### src/rtl/pipelined_rca_adder.sv
// Pipelined ripple-carry adder/subtractor: a WIDTH-bit add is split into STAGES
// equal chunks, one chunk rippled per stage, with carry and operands registered between stages.
module pipelined_rca_adder #(
  parameter int WIDTH  = 16,
  parameter int STAGES = 4
) (
  input  logic             clk,
  input  logic             rst,
  input  logic             in_valid,
  output logic             in_ready,
  input  logic [WIDTH-1:0] a,
  input  logic [WIDTH-1:0] b,
  input  logic             cin,
  input  logic             sub,
  output logic             out_valid,
  input  logic             out_ready,
  output logic [WIDTH-1:0] sum,
  output logic             cout,
  output logic             overflow
);

  localparam int C = WIDTH / STAGES;

  if (WIDTH < 2 || STAGES < 1 || STAGES > WIDTH || (WIDTH % STAGES) != 0) begin : g_bad_params
    $error("pipelined_rca_adder: need WIDTH>=2, 1<=STAGES<=WIDTH and WIDTH divisible by STAGES");
  end

  logic             v_q   [STAGES];
  logic [WIDTH-1:0] a_q   [STAGES];
  logic [WIDTH-1:0] b_q   [STAGES];
  logic [WIDTH-1:0] s_q   [STAGES];
  logic             c_q   [STAGES];
  logic             ov_q;

  logic             nxt_v [STAGES];
  logic [WIDTH-1:0] nxt_a [STAGES];
  logic [WIDTH-1:0] nxt_b [STAGES];
  logic [WIDTH-1:0] nxt_s [STAGES];
  logic             nxt_c [STAGES];
  logic             nxt_ov;

  logic             stall;
  logic [WIDTH-1:0] ai;
  logic [WIDTH-1:0] bi;
  logic [WIDTH-1:0] si;
  logic             ci;
  logic             vi;
  logic [C-1:0]     sc;
  logic [C:0]       chain;

  assign out_valid = v_q[STAGES-1];
  assign sum       = s_q[STAGES-1];
  assign cout      = c_q[STAGES-1];
  assign overflow  = ov_q;
  assign stall     = out_valid && !out_ready;
  assign in_ready  = !stall;

  // Operands travel shifted right so each stage always consumes the low chunk;
  // finished sum chunks enter at the top and shift down into final position.
  always_comb begin
    nxt_ov = 1'b0;
    ai     = '0;
    bi     = '0;
    si     = '0;
    ci     = 1'b0;
    vi     = 1'b0;
    sc     = '0;
    chain  = '0;
    for (int k = 0; k < STAGES; k++) begin
      if (k == 0) begin
        ai = a;
        bi = sub ? ~b : b;
        ci = sub ? 1'b1 : cin;
        si = '0;
        vi = in_valid;
      end else begin
        ai = a_q[k-1];
        bi = b_q[k-1];
        ci = c_q[k-1];
        si = s_q[k-1];
        vi = v_q[k-1];
      end
      chain[0] = ci;
      for (int i = 0; i < C; i++) begin
        sc[i]      = ai[i] ^ bi[i] ^ chain[i];
        chain[i+1] = ((ai[i] ^ bi[i]) & chain[i]) | (ai[i] & bi[i]);
      end
      nxt_v[k] = vi;
      nxt_a[k] = ai >> C;
      nxt_b[k] = bi >> C;
      nxt_s[k] = (si >> C) | (WIDTH'(sc) << (WIDTH - C));
      nxt_c[k] = chain[C];
      if (k == STAGES - 1) begin
        nxt_ov = chain[C-1] ^ chain[C];
      end
    end
  end

  // The whole pipe freezes while the output is held back, so nothing is lost.
  always_ff @(posedge clk) begin
    if (rst) begin
      for (int k = 0; k < STAGES; k++) begin
        v_q[k] <= 1'b0;
        a_q[k] <= '0;
        b_q[k] <= '0;
        s_q[k] <= '0;
        c_q[k] <= 1'b0;
      end
      ov_q <= 1'b0;
    end else if (!stall) begin
      for (int k = 0; k < STAGES; k++) begin
        v_q[k] <= nxt_v[k];
        a_q[k] <= nxt_a[k];
        b_q[k] <= nxt_b[k];
        s_q[k] <= nxt_s[k];
        c_q[k] <= nxt_c[k];
      end
      ov_q <= nxt_ov;
    end
  end

endmodule

### config.mk
export PLATFORM = sky130hd
export DESIGN_NAME = pipelined_rca_adder
export DESIGN_NICKNAME = d
export VERILOG_FILES = /design/src/rtl/pipelined_rca_adder.sv
export SDC_FILE = /design/constraint.sdc
export NUM_CORES = 1
export LEC_CHECK = 0
export CORE_ASPECT_RATIO = 0.7
export CORE_MARGIN = 2
export CORE_UTILIZATION = 40
export DETAILED_ROUTE_END_ITERATION = 6
export PLACE_DENSITY = 0.68
export SLEW_MARGIN = 20
export SYNTH_ARGS = -nofsm -noshare
export SYNTH_HDL_FRONTEND = slang
export SYNTH_SLANG_ARGS = --single-unit
### constraint.sdc
create_clock -name clk -period 5.49 [get_ports clk]
set_input_delay 1.3725 -clock clk [delete_from_list [all_inputs] [get_ports clk]]
set_output_delay 1.3725 -clock clk [all_outputs]
set_load 0.05 [all_outputs]
==> results of run 1 <==
## worst reg2reg max path, cell delays in order (launching register included)
cell and delay [ns]:
edfxtp_1 0.37, nor2b_4 0.16, buf_4 0.79, nand2b_4 0.74, buf_4 0.54
## through the flow
step           util (%)  hold WS (ns)  total power [mW]  area [µm²]  setup WS (ns)
2_1_floorplan         -         0.570              1.02        4400           1.00
3_3_place_gp       47.4         0.513              1.07        4980           1.18
3_5_place_dp       47.4         0.542              1.08        4980           1.11
4_1_cts            50.2         0.551              1.69        5280           1.29
5_1_grt            50.2         0.575              1.74        5280           1.23
6_report           50.2         0.537              1.67        5280           1.31
## final timing paths
kind	from	end	slack, ns	depth (start not counted)
worst max-delay path	out_ready	in_ready	1.31	4
worst min register to register	overflow	overflow	0.54	2
worst min-delay path	overflow	overflow	0.54	2
worst max register to register	v_q[0][3]	s_q[0][42]	2.60	4
## power breakdown
group,total (mW),internal [mW],leakage (nW),switching [mW]
Combinational,0.173,0.0863,0.615,0.0864
Sequential,0.887,0.872,1.15,0.0152
Clock,0.611,0.352,0.137,0.260
## cells by family (layout without fill, tap and decap cells)
kind of cell,Yosys count,count (layout),synth area share [%]
DFF,97,97,66.0
AOI/OAI and AO/OA,1,1,0.285
buffers and inverters,38,91,5.86
xor gates and xnor gates,17,17,3.39
and+or+nand+nor,100,100,17.1
adders and majority gates,16,16,7.29
## final cells by class
| class | instances | area (µm²) | share of cell area [%] |
|---|---|---|---|
| well taps | 148 | 185 | 3.51 |
| clock inverters | 7 | 71.3 | 1.35 |
| multi-input cells | 134 | 1240 | 23.5 |
| clock buffers | 9 | 225 | 4.27 |
| inverters | 14 | 52.6 | 0.996 |
| flip-flops and latches | 97 | 2900 | 55.0 |
| repair buffers | 61 | 598 | 11.3 |
## cell usage after synthesis
master / count / area [µm²]
clkbuf_1: 5 / 18.8
xnor2_1: 15 / 131
nor3b_1: 75 / 563
nand2b_1: 1 / 6.26
nor3_1: 11 / 55.1
buf_6: 13 / 146
xor2_1: 2 / 17.5
nor3_2: 10 / 100
buf_1: 2 / 7.51
fa_1: 16 / 320
buf_2: 2 / 10.0
nor2b_4: 1 / 13.8
nand4bb_1: 1 / 11.3
edfxtp_1: 96 / 2880
o31ai_2: 1 / 12.5
inv_1: 14 / 52.6
buf_8: 1 / 15.0
dfxtp_1: 1 / 20.0
nor2_1: 1 / 3.75
buf_4: 1 / 7.51
## routing by layer
| layer | up-vias | global-route usage, % | part of all wire [%] |
|---|---|---|---|
| met3 | 7 | 4.32 | 5.4 |
| met4 | 0 | 4.35 | 1.5 |
| met5 | - | 0 | 0 |
| met1 | 1018 | 18.2 | 51 |
| met2 | 57 | 17.0 | 43 |
| li1 | 1071 | - | - |
## flip-flops by register name (all words and copies together) (netlist names)
signal and flops:
b_q 24, a_q 24, v_q 4, c_q 4, overflow 1, s_q 40
==> results.md, run 1 <==
- Hold_buf cts: 0
- Finish-stage setup viols: 0
- WL/cell: 14.0 µm
- Critical path startpoint category: input pin
- Ports: 58
- Commonest non-fill, non-tap cells in the layout: edfxtp_1 (96), nor3b_1 (75), clkdlybuf4s50_1 (56), fa_1 (16), xnor2_1 (15)
- Unrepaired setup endpoints after global routing: no
- Crit path max-delay cell type: clkdlybuf4s50_1
- Dpl hpwl: 3830 µm
- Vias per std cell: 4.58
- Tightest Pin Transition: 1.05 ns
- IO buf count: 57
- RePlAce Congestion: 0.717
- Peak Freq: 0.239 GHz
- Delay-heaviest family, CP: buffers and inverters
- Commonest non-fill, non-tap cell in the layout: edfxtp_1
- Register area share after synthesis: 66.0%
- Post-route ant nets: 0
- Critical path class: in -> out
- Crit path max fanout: 2
- Placed insts: 454
- Drt pass-1 iters: 4
- Layout cell share with drive strength beyond 1: 10.6%
- Yosys reg bits: 97
- Final Hold Viols: 0
- Antenna diodes: 0
- # Post-CTS Setup Buffers: 0
- Status: complete, no violations
- CP bufs+invs: 3
- Net count after synthesis: 323
- First-pass GRT wire length: 11200 µm
- Residual DRC: 0
- Row count: 31
- Area Overhead vs Synth: 20.1%
- Critical Path RT: 4.12 ns
- Lkg Pwr: 1.90 nW
- Vias in the first global route: 2183
- CTS tree: built
- Die area: 0.0119 mm²
- Core Area: 0.0105 mm²
- H-tree levels: 3
- Worst slew margin: 29.8%
- Largest net degree at the start of global routing: 99
- Max VDD drop: 0.000166 V
- First DRT Iteration DRCs: 227
- Final Skew: 0.00814 ns
- Part of the cycle the worst path needs: 76.2%
- Power Dens Cells: 317 mW/mm²
- Filler cell count: 924
- Fin Setup TNS: 0 ns
- Overflow after GRT: 0
- Initial antenna violation count: 0
- Syn. warnings: 0
- CTS Sinks: 97
- Reg clk slew, reported paths: 0.06 ns
- Vias post-DR: 2153
- Initial core utilization: 41.8%
- Average cell area after synthesis: 16.3 µm²
- Clk buf depth: 2
- Critical path cell sequence: clkdlybuf4s50_1 > nor2b_4 > inv_1 > clkdlybuf4s50_1
- Critical Path AT: 2.81 ns
- Clock Latency Late Sink: 0.34 ns
- Crit. End Element: output port
- CTS resizes: 0
- CP peak stage delay: 0.80 ns
- Synthesized netlist cell count: 269
- Die Height: 91.7 µm
- Total GRT Usage: 12.4%
- Period minus WS final: 4.18 ns
- Die Width: 129 µm
- Total CTS buffers: 9
- Top cell by count, worst path: clkdlybuf4s50_1
- Mapped Area: 0.00440 mm²
- CTS Root Cell: clkbuf_16
- Max-slew violation count: 0
- Final wirelength: 6560 µm
- Max-Cap Viols: 0
- Nets: 371
- Synth cell types: 20
- Finished Layout Cells: 470
- Path type of the worst min-delay path: reg -> reg
Power figures use the tool's default switching activity.
==> inputs of run 2 (changes only) <==
- clock period: 5.49 -> 4.1 ns (I/O delays scaled with it)
==> run 2 against run 1 <==
Compared with the run above: non-clock buffer count grew 2; flip-flop and latch count is the same; cell count grew 0.43%; first-iteration DRC count shrank 22%.
==> results.md, run 2 (synthesis results as in run 1) <==
- Regs by FF count: s_q x40, a_q x24, b_q x24
- WL/cell: 14.0 µm
- Residual DRC: 0
- H-tree levels: 3
- CTS tree: built
- Reg clk slew, reported paths: 0.06 ns
- Status: complete, no violations
- Hold Slack: 0.525 ns
- Total CTS buffers: 9
- Row count: 31
- Unrepaired setup endpoints after global routing: no
- Drt pass-1 iters: 4
- Antenna diodes: 0
- Die Height: 91.7 µm
- Power Dens Cells: 432 mW/mm²
- First-pass GRT wire length: 11200 µm
- Layout cell share with drive strength beyond 1: 11.4%
- Max-slew violation count: 0
- Critical Path RT: 4.15 ns
- Critical path class: in -> reg
- Worst slew margin: 30.5%
- # Post-CTS Setup Buffers: 0
- Nets: 373
- Flop2flop setup slack: 1.45 ns
- Met2 Use GR: 17.1%
- Vias per std cell: 4.69
- Final Skew: 0.00530 ns
- Lkg Pwr: 1.92 nW
- Die area: 0.0119 mm²
- Filler cell count: 896
- Core Area: 0.0105 mm²
- Overflow after GRT: 0
- Clock Latency Late Sink: 0.34 ns
- Max-Cap Viols: 0
- Clk buf depth: 2
- Final Hold Viols: 0
- Met3 GRT Util: 4.03%
- Hold Path Depth: 2
- Total GRT Usage: 12.3%
- R2R cell count: 6
- Final wirelength: 6620 µm
- Max VDD drop: 0.000250 V
- Tightest Pin Transition: 1.04 ns
- CTS Root Cell: clkbuf_16
- Initial antenna violation count: 0
- Hold_buf cts: 0
- Area Overhead vs Synth: 21.2%
- Finish-stage setup viols: 0
- Logic pwr share: 10.2%
- Largest Register: s_q
- CTS Sinks: 97
- Part of the cycle the worst path needs: 87.6%
- GRT busiest layer: met1
- Initial core utilization: 41.8%
- Post-route ant nets: 0
- Crit. End Element: flip-flop
- P_int: 1.82 mW
- Placed cell areas: 0.00501 mm²
- Critical path startpoint category: input pin
- RePlAce Congestion: 0.703
- Sequential share of power: 51.5%
- CTS resizes: 0
- Switch Pwr: 0.486 mW
- M1 GR Usage: 17.9%
- Ports: 58
- Largest net degree at the start of global routing: 99
- Commonest non-fill, non-tap cell in the layout: edfxtp_1
- Fin Setup TNS: 0 ns
- Dpl hpwl: 3940 µm
- Post-Layout Inst Area: 0.00533 mm²
- Die Width: 129 µm
- Path type of the worst min-delay path: reg -> reg
- Critical Path AT: 3.64 ns
- Switching portion of total power: 21.1%
- Peak Freq: 0.278 GHz
- Setup slack after placement: 0.165 ns
- Vias post-DR: 2214
- Commonest non-fill, non-tap cells in the layout: edfxtp_1 (96), nor3b_1 (75), clkdlybuf4s50_1 (55), fa_1 (16), xnor2_1 (15)
- Max reg flops: 40
- Crit path max fanout: 5
- Period minus WS final: 3.59 ns
- IO buf count: 57
- First DRT Iteration DRCs: 177
- Vias in the first global route: 2249
- Final worst setup slack: 0.507 ns
- Clock power share: 38.3%
==> run 2: changes by cell type in the layout (fill, tap and decap cells not counted), sizes merged <==
| cell | delta |
|---|---|
| buf | +3 |
| clkinv | -2 |
| bufinv | +1 |
| clkdlybuf4s50 | -1 |
| clkinvlp | +1 |
==> run 2: worst paths after layout <==
check | start | end
worst max register to register | c_q[0][2] | s_q[0][63]
worst min register to register | overflow | overflow
worst max-delay path | sub | s_q[0][15]
worst min-delay path | overflow | overflow
==> run 2: worst max-delay path, cell delays in order <==
cell,delay [ns]
clkdlybuf4s50_1,0.66
xnor2_1,0.15
fa_1,0.43
fa_1,0.40
fa_1,0.37
inv_1,0.07
fa_1,0.39
nor3b_1,0.14
==> run 2: power groups by stage <==
stage / Clock [mW] / Combinational [mW] / Sequential (mW)
after global routing: 0.935 / 0.258 / 1.19
after detailed placement: 0 / 0.235 / 1.21
after CTS: 0.901 / 0.237 / 1.19
after global placement: 0 / 0.232 / 1.21
final: 0.882 / 0.234 / 1.19
after floorplan: 0 / 0.124 / 1.24
==> run 2: final cells by class <==
type	instances	area [µm²]	area share (%)
Timing Repair Buffer	63	623	11.7
Clock inverter	7	95.1	1.79
Multi-Input combinational cell	134	1240	23.3
Tap cell	148	185	3.48
Sequential cell	97	2900	54.5
Inverter	14	52.6	0.987
Clock buffer	9	225	4.23
==> run 2: through the flow <==
stage | std cells | utilization (%) | power, mW
after detailed placement | 456 | 47.6 | 1.44
final | 472 | 50.7 | 2.30
after global routing | 472 | 50.7 | 2.39
after global placement | 456 | 47.6 | 1.44
after CTS | 472 | 50.7 | 2.32
after floorplan | 269 | - | 1.36
==> run 2: layer usage <==
metal | up-vias | part of all wire, %
met5 | - | 0
met4 | 0 | 1.5
met3 | 11 | 4.9
met2 | 53 | 42
met1 | 1078 | 51
li1 | 1072 | -
